[src/rtl/qproc_time_cmd_arb_if.sv]
// Requester/time-control bundle for the time command arbiter.
// The master side drives requests and acks; the slave side is the arbiter itself.
interface qproc_time_cmd_arb_if #(
    parameter int N_REQ = 4,
    parameter int DW    = 32
);
    logic [N_REQ-1:0]    req_vld_i;
    logic [4*N_REQ-1:0]  req_cmd_i;
    logic [DW*N_REQ-1:0] req_dt_i;
    logic [N_REQ-1:0]    req_rdy_o;
    logic                tc_en_o;
    logic [3:0]          tc_cmd_o;
    logic [DW-1:0]       tc_dt_o;
    logic                tc_ack_i;
    logic [2:0]          grant_id_o;
    logic                busy_o;
    logic                err_to_o;
    logic                err_clr_i;
    logic [1:0]          st_do;

    modport master (
        output req_vld_i, req_cmd_i, req_dt_i, tc_ack_i, err_clr_i,
        input  req_rdy_o, tc_en_o, tc_cmd_o, tc_dt_o, grant_id_o, busy_o, err_to_o, st_do
    );

    modport slave (
        input  req_vld_i, req_cmd_i, req_dt_i, tc_ack_i, err_clr_i,
        output req_rdy_o, tc_en_o, tc_cmd_o, tc_dt_o, grant_id_o, busy_o, err_to_o, st_do
    );
endinterface

[src/rtl/qproc_time_cmd_arb.sv]
// Time-command arbiter: reset commands win, everything else round-robin; one command in flight,
// each followed by an ack wait (with timeout) and a HOLD-cycle idle gap.
module qproc_time_cmd_arb #(
    parameter int N_REQ  = 4,
    parameter int DW     = 32,
    parameter int HOLD   = 2,
    parameter int ACK_TO = 255
) (
    input  logic                  c_clk_i,
    input  logic                  c_rst_ni,
    qproc_time_cmd_arb_if.slave   bus
);
    typedef enum logic [1:0] {S_IDLE = 2'd0, S_ISSUE = 2'd1, S_WAIT = 2'd2, S_GAP = 2'd3} state_e;

    localparam state_e     DONE_ST  = (HOLD == 0) ? S_IDLE : S_GAP;
    localparam logic [3:0] GAP_LAST = 4'((HOLD == 0) ? 0 : HOLD - 1);
    localparam logic [9:0] TO_LAST  = 10'(ACK_TO - 1);

    state_e            state_q, state_d;
    logic [2:0]        rr_q, rr_d;
    logic [9:0]        to_q, to_d;
    logic [3:0]        gap_q, gap_d;
    logic [2:0]        gid_q, gid_d;
    logic [3:0]        cmd_q, cmd_d;
    logic [DW-1:0]     dt_q, dt_d;
    logic [N_REQ-1:0]  rdy_q, rdy_d;
    logic              en_q, en_d;
    logic              busy_q, busy_d;
    logic              err_q, err_d;

    logic [7:0]        vld8, rst8;
    logic              rst_hit;
    logic [3:0]        idx;
    logic [2:0]        gnt;
    logic [3:0]        sel_cmd;
    logic [DW-1:0]     sel_dt;

    // Grant pick: lowest-index reset request, else first valid starting at rr_q.
    always_comb begin
        vld8    = '0;
        rst8    = '0;
        rst_hit = 1'b0;
        gnt     = '0;
        idx     = '0;
        sel_cmd = '0;
        sel_dt  = '0;
        for (int i = 0; i < N_REQ; i++) begin
            vld8[i] = bus.req_vld_i[i];
            rst8[i] = bus.req_vld_i[i] & bus.req_cmd_i[4*i];
        end
        for (int i = N_REQ - 1; i >= 0; i--) begin
            if (rst8[i]) begin
                rst_hit = 1'b1;
                gnt     = 3'(i);
            end
        end
        if (!rst_hit) begin
            for (int k = N_REQ - 1; k >= 0; k--) begin
                idx = 4'(rr_q) + 4'(k);
                if (idx >= 4'(N_REQ)) idx = idx - 4'(N_REQ);
                if (vld8[idx[2:0]]) gnt = idx[2:0];
            end
        end
        for (int i = 0; i < N_REQ; i++) begin
            if (gnt == 3'(i)) begin
                sel_cmd = bus.req_cmd_i[4*i +: 4];
                sel_dt  = bus.req_dt_i[DW*i +: DW];
            end
        end
    end

    always_comb begin
        state_d = state_q;
        rr_d    = rr_q;
        to_d    = to_q;
        gap_d   = gap_q;
        gid_d   = gid_q;
        cmd_d   = cmd_q;
        dt_d    = dt_q;
        rdy_d   = '0;
        en_d    = 1'b0;
        err_d   = err_q;
        if (bus.err_clr_i) err_d = 1'b0;
        case (state_q)
            S_IDLE: begin
                if (|bus.req_vld_i) begin
                    gid_d = gnt;
                    cmd_d = sel_cmd;
                    dt_d  = sel_dt;
                    rr_d  = (gnt == 3'(N_REQ - 1)) ? 3'd0 : gnt + 3'd1;
                    for (int i = 0; i < N_REQ; i++) rdy_d[i] = (gnt == 3'(i));
                    en_d    = (sel_cmd != 4'd0);
                    state_d = S_ISSUE;
                end
            end
            S_ISSUE: begin
                to_d  = '0;
                gap_d = '0;
                // An all-zero command is accepted but never reaches time control.
                state_d = (cmd_q != 4'd0) ? S_WAIT : DONE_ST;
            end
            S_WAIT: begin
                if (bus.tc_ack_i) begin
                    state_d = DONE_ST;
                end else if (to_q == TO_LAST) begin
                    err_d   = 1'b1;
                    state_d = DONE_ST;
                end else begin
                    to_d = to_q + 10'd1;
                end
            end
            S_GAP: begin
                if (gap_q == GAP_LAST) state_d = S_IDLE;
                else                   gap_d   = gap_q + 4'd1;
            end
            default: state_d = S_IDLE;
        endcase
        busy_d = (state_d != S_IDLE);
    end

    always_ff @(posedge c_clk_i or negedge c_rst_ni) begin
        if (!c_rst_ni) begin
            state_q <= S_IDLE;
            rr_q    <= '0;
            to_q    <= '0;
            gap_q   <= '0;
            gid_q   <= '0;
            cmd_q   <= '0;
            dt_q    <= '0;
            rdy_q   <= '0;
            en_q    <= 1'b0;
            busy_q  <= 1'b0;
            err_q   <= 1'b0;
        end else begin
            state_q <= state_d;
            rr_q    <= rr_d;
            to_q    <= to_d;
            gap_q   <= gap_d;
            gid_q   <= gid_d;
            cmd_q   <= cmd_d;
            dt_q    <= dt_d;
            rdy_q   <= rdy_d;
            en_q    <= en_d;
            busy_q  <= busy_d;
            err_q   <= err_d;
        end
    end

    assign bus.req_rdy_o  = rdy_q;
    assign bus.tc_en_o    = en_q;
    assign bus.tc_cmd_o   = cmd_q;
    assign bus.tc_dt_o    = dt_q;
    assign bus.grant_id_o = gid_q;
    assign bus.busy_o     = busy_q;
    assign bus.err_to_o   = err_q;
    assign bus.st_do      = state_q;
endmodule

[src/flat_wrapper.sv]
// flat-port wrapper written by rule: the top's interface ports become plain ports
module qproc_time_cmd_arb_flat 
#(
    parameter int N_REQ  = 4,
    parameter int DW     = 32,
    parameter int HOLD   = 2,
    parameter int ACK_TO = 255
)
  (c_clk_i, c_rst_ni, bus_req_vld_i, bus_req_cmd_i, bus_req_dt_i, bus_tc_ack_i, bus_err_clr_i, bus_req_rdy_o, bus_tc_en_o, bus_tc_cmd_o, bus_tc_dt_o, bus_grant_id_o, bus_busy_o, bus_err_to_o, bus_st_do);
  qproc_time_cmd_arb_if #(.N_REQ(N_REQ), .DW(DW)) bus_i ();
  input  logic c_clk_i;
  input  logic c_rst_ni;
  input wire logic [$bits(bus_i.req_vld_i)-1:0] bus_req_vld_i;
  input wire logic [$bits(bus_i.req_cmd_i)-1:0] bus_req_cmd_i;
  input wire logic [$bits(bus_i.req_dt_i)-1:0] bus_req_dt_i;
  input wire logic [$bits(bus_i.tc_ack_i)-1:0] bus_tc_ack_i;
  input wire logic [$bits(bus_i.err_clr_i)-1:0] bus_err_clr_i;
  output wire logic [$bits(bus_i.req_rdy_o)-1:0] bus_req_rdy_o;
  output wire logic [$bits(bus_i.tc_en_o)-1:0] bus_tc_en_o;
  output wire logic [$bits(bus_i.tc_cmd_o)-1:0] bus_tc_cmd_o;
  output wire logic [$bits(bus_i.tc_dt_o)-1:0] bus_tc_dt_o;
  output wire logic [$bits(bus_i.grant_id_o)-1:0] bus_grant_id_o;
  output wire logic [$bits(bus_i.busy_o)-1:0] bus_busy_o;
  output wire logic [$bits(bus_i.err_to_o)-1:0] bus_err_to_o;
  output wire logic [$bits(bus_i.st_do)-1:0] bus_st_do;
  assign bus_i.req_vld_i = bus_req_vld_i;
  assign bus_i.req_cmd_i = bus_req_cmd_i;
  assign bus_i.req_dt_i = bus_req_dt_i;
  assign bus_i.tc_ack_i = bus_tc_ack_i;
  assign bus_i.err_clr_i = bus_err_clr_i;
  assign bus_req_rdy_o = bus_i.req_rdy_o;
  assign bus_tc_en_o = bus_i.tc_en_o;
  assign bus_tc_cmd_o = bus_i.tc_cmd_o;
  assign bus_tc_dt_o = bus_i.tc_dt_o;
  assign bus_grant_id_o = bus_i.grant_id_o;
  assign bus_busy_o = bus_i.busy_o;
  assign bus_err_to_o = bus_i.err_to_o;
  assign bus_st_do = bus_i.st_do;
  qproc_time_cmd_arb #(.N_REQ(N_REQ), .DW(DW), .HOLD(HOLD), .ACK_TO(ACK_TO)) u_core (.c_clk_i(c_clk_i), .c_rst_ni(c_rst_ni), .bus(bus_i));
endmodule
[config.mk]
export PLATFORM = sky130hd
export DESIGN_NAME = qproc_time_cmd_arb_flat
export DESIGN_NICKNAME = d
export VERILOG_FILES = /design/src/rtl/qproc_time_cmd_arb_if.sv /design/src/rtl/qproc_time_cmd_arb.sv /design/src/flat_wrapper.sv
export SDC_FILE = /design/constraint.sdc
export NUM_CORES = 1
export LEC_CHECK = 0
export BUFFER_PORTS_ARGS = -buffer_cell sky130_fd_sc_hd__buf_2
export CAP_MARGIN = 20
export CORE_ASPECT_RATIO = 0.8
export CORE_MARGIN = 2
export CORE_UTILIZATION = 30
export CTS_CLUSTER_SIZE = 30
export DETAILED_ROUTE_END_ITERATION = 12
export PLACE_DENSITY_LB_ADDON = 0.1
export SLEW_MARGIN = 20
export SYNTH_ARGS = -nofsm -noshare
export SYNTH_HDL_FRONTEND = slang
export SYNTH_SLANG_ARGS = --single-unit
[constraint.sdc]
create_clock -name c_clk_i -period 3.9 [get_ports c_clk_i]
set_input_delay 1.17 -clock c_clk_i [delete_from_list [all_inputs] [get_ports c_clk_i]]
set_output_delay 1.17 -clock c_clk_i [all_outputs]
set_load 0.02 [all_outputs]
==> reports/qor.tcl <==
set qor(status) {finished clean}
set qor(synth.cell_area_mm2) 0.00443
set qor(critical_path.max_fanout) 12
set qor(synth.yosys.seq_area_share_pct) 36.7
set qor(syn-instance-count) 529
set qor(floorplan.die.width_um) 140
set qor(y_dimension_of_the_die_um) 113
set qor(rsz_0062_raised_after_global_routing) {no}
set qor(crit_path_end) {u_core.bus.tc_en_o}
set qor(rr_endpoint) {u_core.bus.tc_en_o}
set qor(non_filler_instance_count_after_layout) 899
set qor(setup.reg_to_reg.worst_slack_ns) 0.64
set qor(worst-endpoint-arrival_ns) 3.62
set qor(hpwl_um) 11000
set qor(iteration_0_drc_markers) 183
set qor(timing.clock.skew_ns) 0.00701
set qor(top_level_ports) 200
set qor(gr-total-overflow) 0
set qor(timing_hold_violations_final) 0
set qor(vias_in_the_first_global_route) 4509
set qor(num-nets-final) 869
set qor(antenna_violations_before_repair) 3
set qor(placement_rows) 39
set qor(max_cap_viols) 0
set qor(ctsResizeCount) 0
set qor(worst-endpoint-required_ns) 4.08
set qor(postRouteAntennaNets) 0
set qor(timing.critical_path.to_type) {flop}
set qor(yosys_warnings) 0
set qor(final_max_slew_viol_count) 0
set qor(layout_commonest_cell) {buf_2}
set qor(max_slew.worst_pin.slew_ns) 0.791
set qor(worst_skew_pair.late_latency_ns) 0.33
set qor(path_class) {in -> reg}
set qor(maxClockFrequency_mhz) 290
set qor(place_congestion) 0.839
set qor(critical_path.startpoint_type) {primary input}
set qor(cp_launch_point) {bus_req_vld_i[3]}
set qor(synth.ff_latch_count) 65
set qor(syn-num-nets) 691
set qor(synth_top_flop_cell) {dfrtp_1}
set qor(power-per-cell-area_mw_per_mm2) 733
set qor(route.detailed.drc) 0
set qor(clockRootBuffer) {clkbuf_16}
set qor(grt_first_pass_wirelength_um) 22700
set qor(post-place-cells) 880
set qor(routed_wire_length_per_instance_um) 15.9
set qor(cts_tree) {done}
set qor(setup_slack_ns) 0.454
set qor(cts_buffer_depth) 2
set qor(dpl_worst_slack_ns) 0.162
set qor(h-tree-depth) 3
set qor(timing.reg2reg.worst_path_depth) 13
set qor(slew_headroom_pct) 47.3
set qor(power_leakage_uw) 0.00259
set qor(final_worst_path_period_share_pct) 88.4
set qor(proportion_of_layout_cells_with_a_drive_suffix_above_1_pct) 34.8
set qor(period_needed_ns) 3.45
set qor(count_of_input_and_output_buffers) 199
set qor(cts.hold.buffers_added) 0
set qor(vias) 4584
set qor(hold_ws_ns) 0.485
set qor(number_of_flops_mapped_to_enable_cells_by_yosys) 0
set qor(initial_utilization_pct) 30.9
set qor(design.die.area_mm2) 0.0158
set qor(grt_start_max_net_pins) 57
set qor(syn_area_per_cell_um2) 8.38
set qor(ys_async_sr_fraction_pct) 100
set qor(cts_buffer_count) 9
set qor(viasPerCell) 5.10
set qor(report.final.setup_viol) 0
set qor(detail_route.wirelength_um) 14300
set qor(clkSlewWorstSetupHoldPaths_ns) 0.06
set qor(timing.setup.tns_ns) 0
set qor(area_growth_syn_to_layout_pct) 33.6
set qor(hp-class) {reg -> reg}
set qor(vdd_drop_max_uv) 395
set qor(coreArea_mm2) 0.0143
set qor(grt_usage_pct) 18.0
set qor(detailed_router_iteration_count_before_antenna_repair) 5
set qor(rr_startpoint) {u_core.rr_q[0]}
set qor(yosysUniqueCellTypes) 62
set qor(most_used_cells_in_the_layout_excluding_fill_and_tap_cells) {buf_2, nand2_1, a21oi_1}
set qor(cts_sinks) 65
set qor(cts.repair_timing.setup_buffer_count) 0
## registers in the layout, indices dropped and copies added (netlist names)
signal	count
u_core.to_q	10
u_core.bus.busy_o	1
u_core.bus.tc_dt_o	32
u_core.bus.tc_cmd_o	4
u_core.bus.tc_en_o	1
u_core.rr_q	3
u_core.bus.err_to_o	1
u_core.bus.grant_id_o	3
u_core.bus.req_rdy_o	4
u_core.gap_q	4
u_core.bus.st_do	2
## layout make-up
cell class              count  area [um^2]
multi-input cells         408         2580
clock inverters             6         35.0
flip-flops and latches     65         1630
diodes                      3         7.51
well taps                 184          230
fillers                  1537         8430
clock buffers              10          229
repair buffers            213         1180
inverters                  10         37.5
## layer usage
layer | GRT usage [%] | wire [um]
met1 | 23.1 | 6230
met2 | 29.7 | 6810
met3 | 5.37 | 956
met4 | 5.20 | 278
met5 | 0 | 0
## stage by stage
stage | power [uW] | util, % | cell area [um^2]
2_1_floorplan | 2850 | - | 4430
3_3_place_gp | 3620 | 39.4 | 5650
3_5_place_dp | 3630 | 39.4 | 5650
4_1_cts | 4390 | 41.2 | 5910
5_1_grt | 4710 | 41.3 | 5920
6_report | 4340 | 41.3 | 5920
## logic make-up after synthesis
kind of cell	count (synthesis)	synth area share, %
AO/OA/AOI/OAI	190	28.4
XOR/XNOR	4	0.791
adder cells (fa/ha/maj)	10	2.82
buffers and inverters	56	5.39
flip-flops	65	36.7
multiplexers	11	2.97
AND/OR/NAND/NOR	193	22.9
## how the worst min path moves through the flow
stage                                   startpoint                       end  slack, ns  cells past startpoint
after floorplan                     u_core.to_q[9]            u_core.to_q[9]       0.51                      2
after global placement    u_core.bus.grant_id_o[2]  u_core.bus.grant_id_o[2]       0.47                      1
after CTS                 u_core.bus.grant_id_o[2]  u_core.bus.grant_id_o[2]       0.49                      1
final                        u_core.bus.tc_dt_o[1]     u_core.bus.tc_dt_o[1]       0.48                      1
after global routing        u_core.bus.tc_dt_o[17]    u_core.bus.tc_dt_o[17]       0.51                      1
after detailed placement  u_core.bus.grant_id_o[2]  u_core.bus.grant_id_o[2]       0.47                      1
## Yosys cell counts, drive strengths merged, types with 5 or more instances
library cell | n | area share, %
a21oi | 75 | 8.5
a22o | 5 | 0.99
and2 | 10 | 1.4
buf | 23 | 2.6
clkbuf | 23 | 1.9
dfrtp | 65 | 37
ha | 10 | 2.8
inv | 9 | 0.76
mux2i | 6 | 1.4
nand2 | 86 | 7.3
nand3 | 14 | 1.7
nand3b | 32 | 5.4
nor2 | 12 | 1.0
nor2b | 6 | 0.85
nor3 | 5 | 0.56
o211ai | 34 | 5.8
o21a | 32 | 5.4
o21ai | 15 | 1.7
## critical path: stages
cell	delay [ns]
buf_2	0.15
mux4_2	0.47
a31oi_1	0.21
nand2_1	0.10
o21ai_1	0.27
ha_2	0.44
and3b_1	0.21
a21oi_1	0.13
o21ai_0	0.10
mux2i_1	0.21
a41oi_1	0.15
## where the power goes
group          total, uW  internal, uW  switching [uW]
combinational       2450          1010            1450
sequential          1160           946             217
clock                720           425             295
Note: power is estimated with default switching activity, not from simulation.
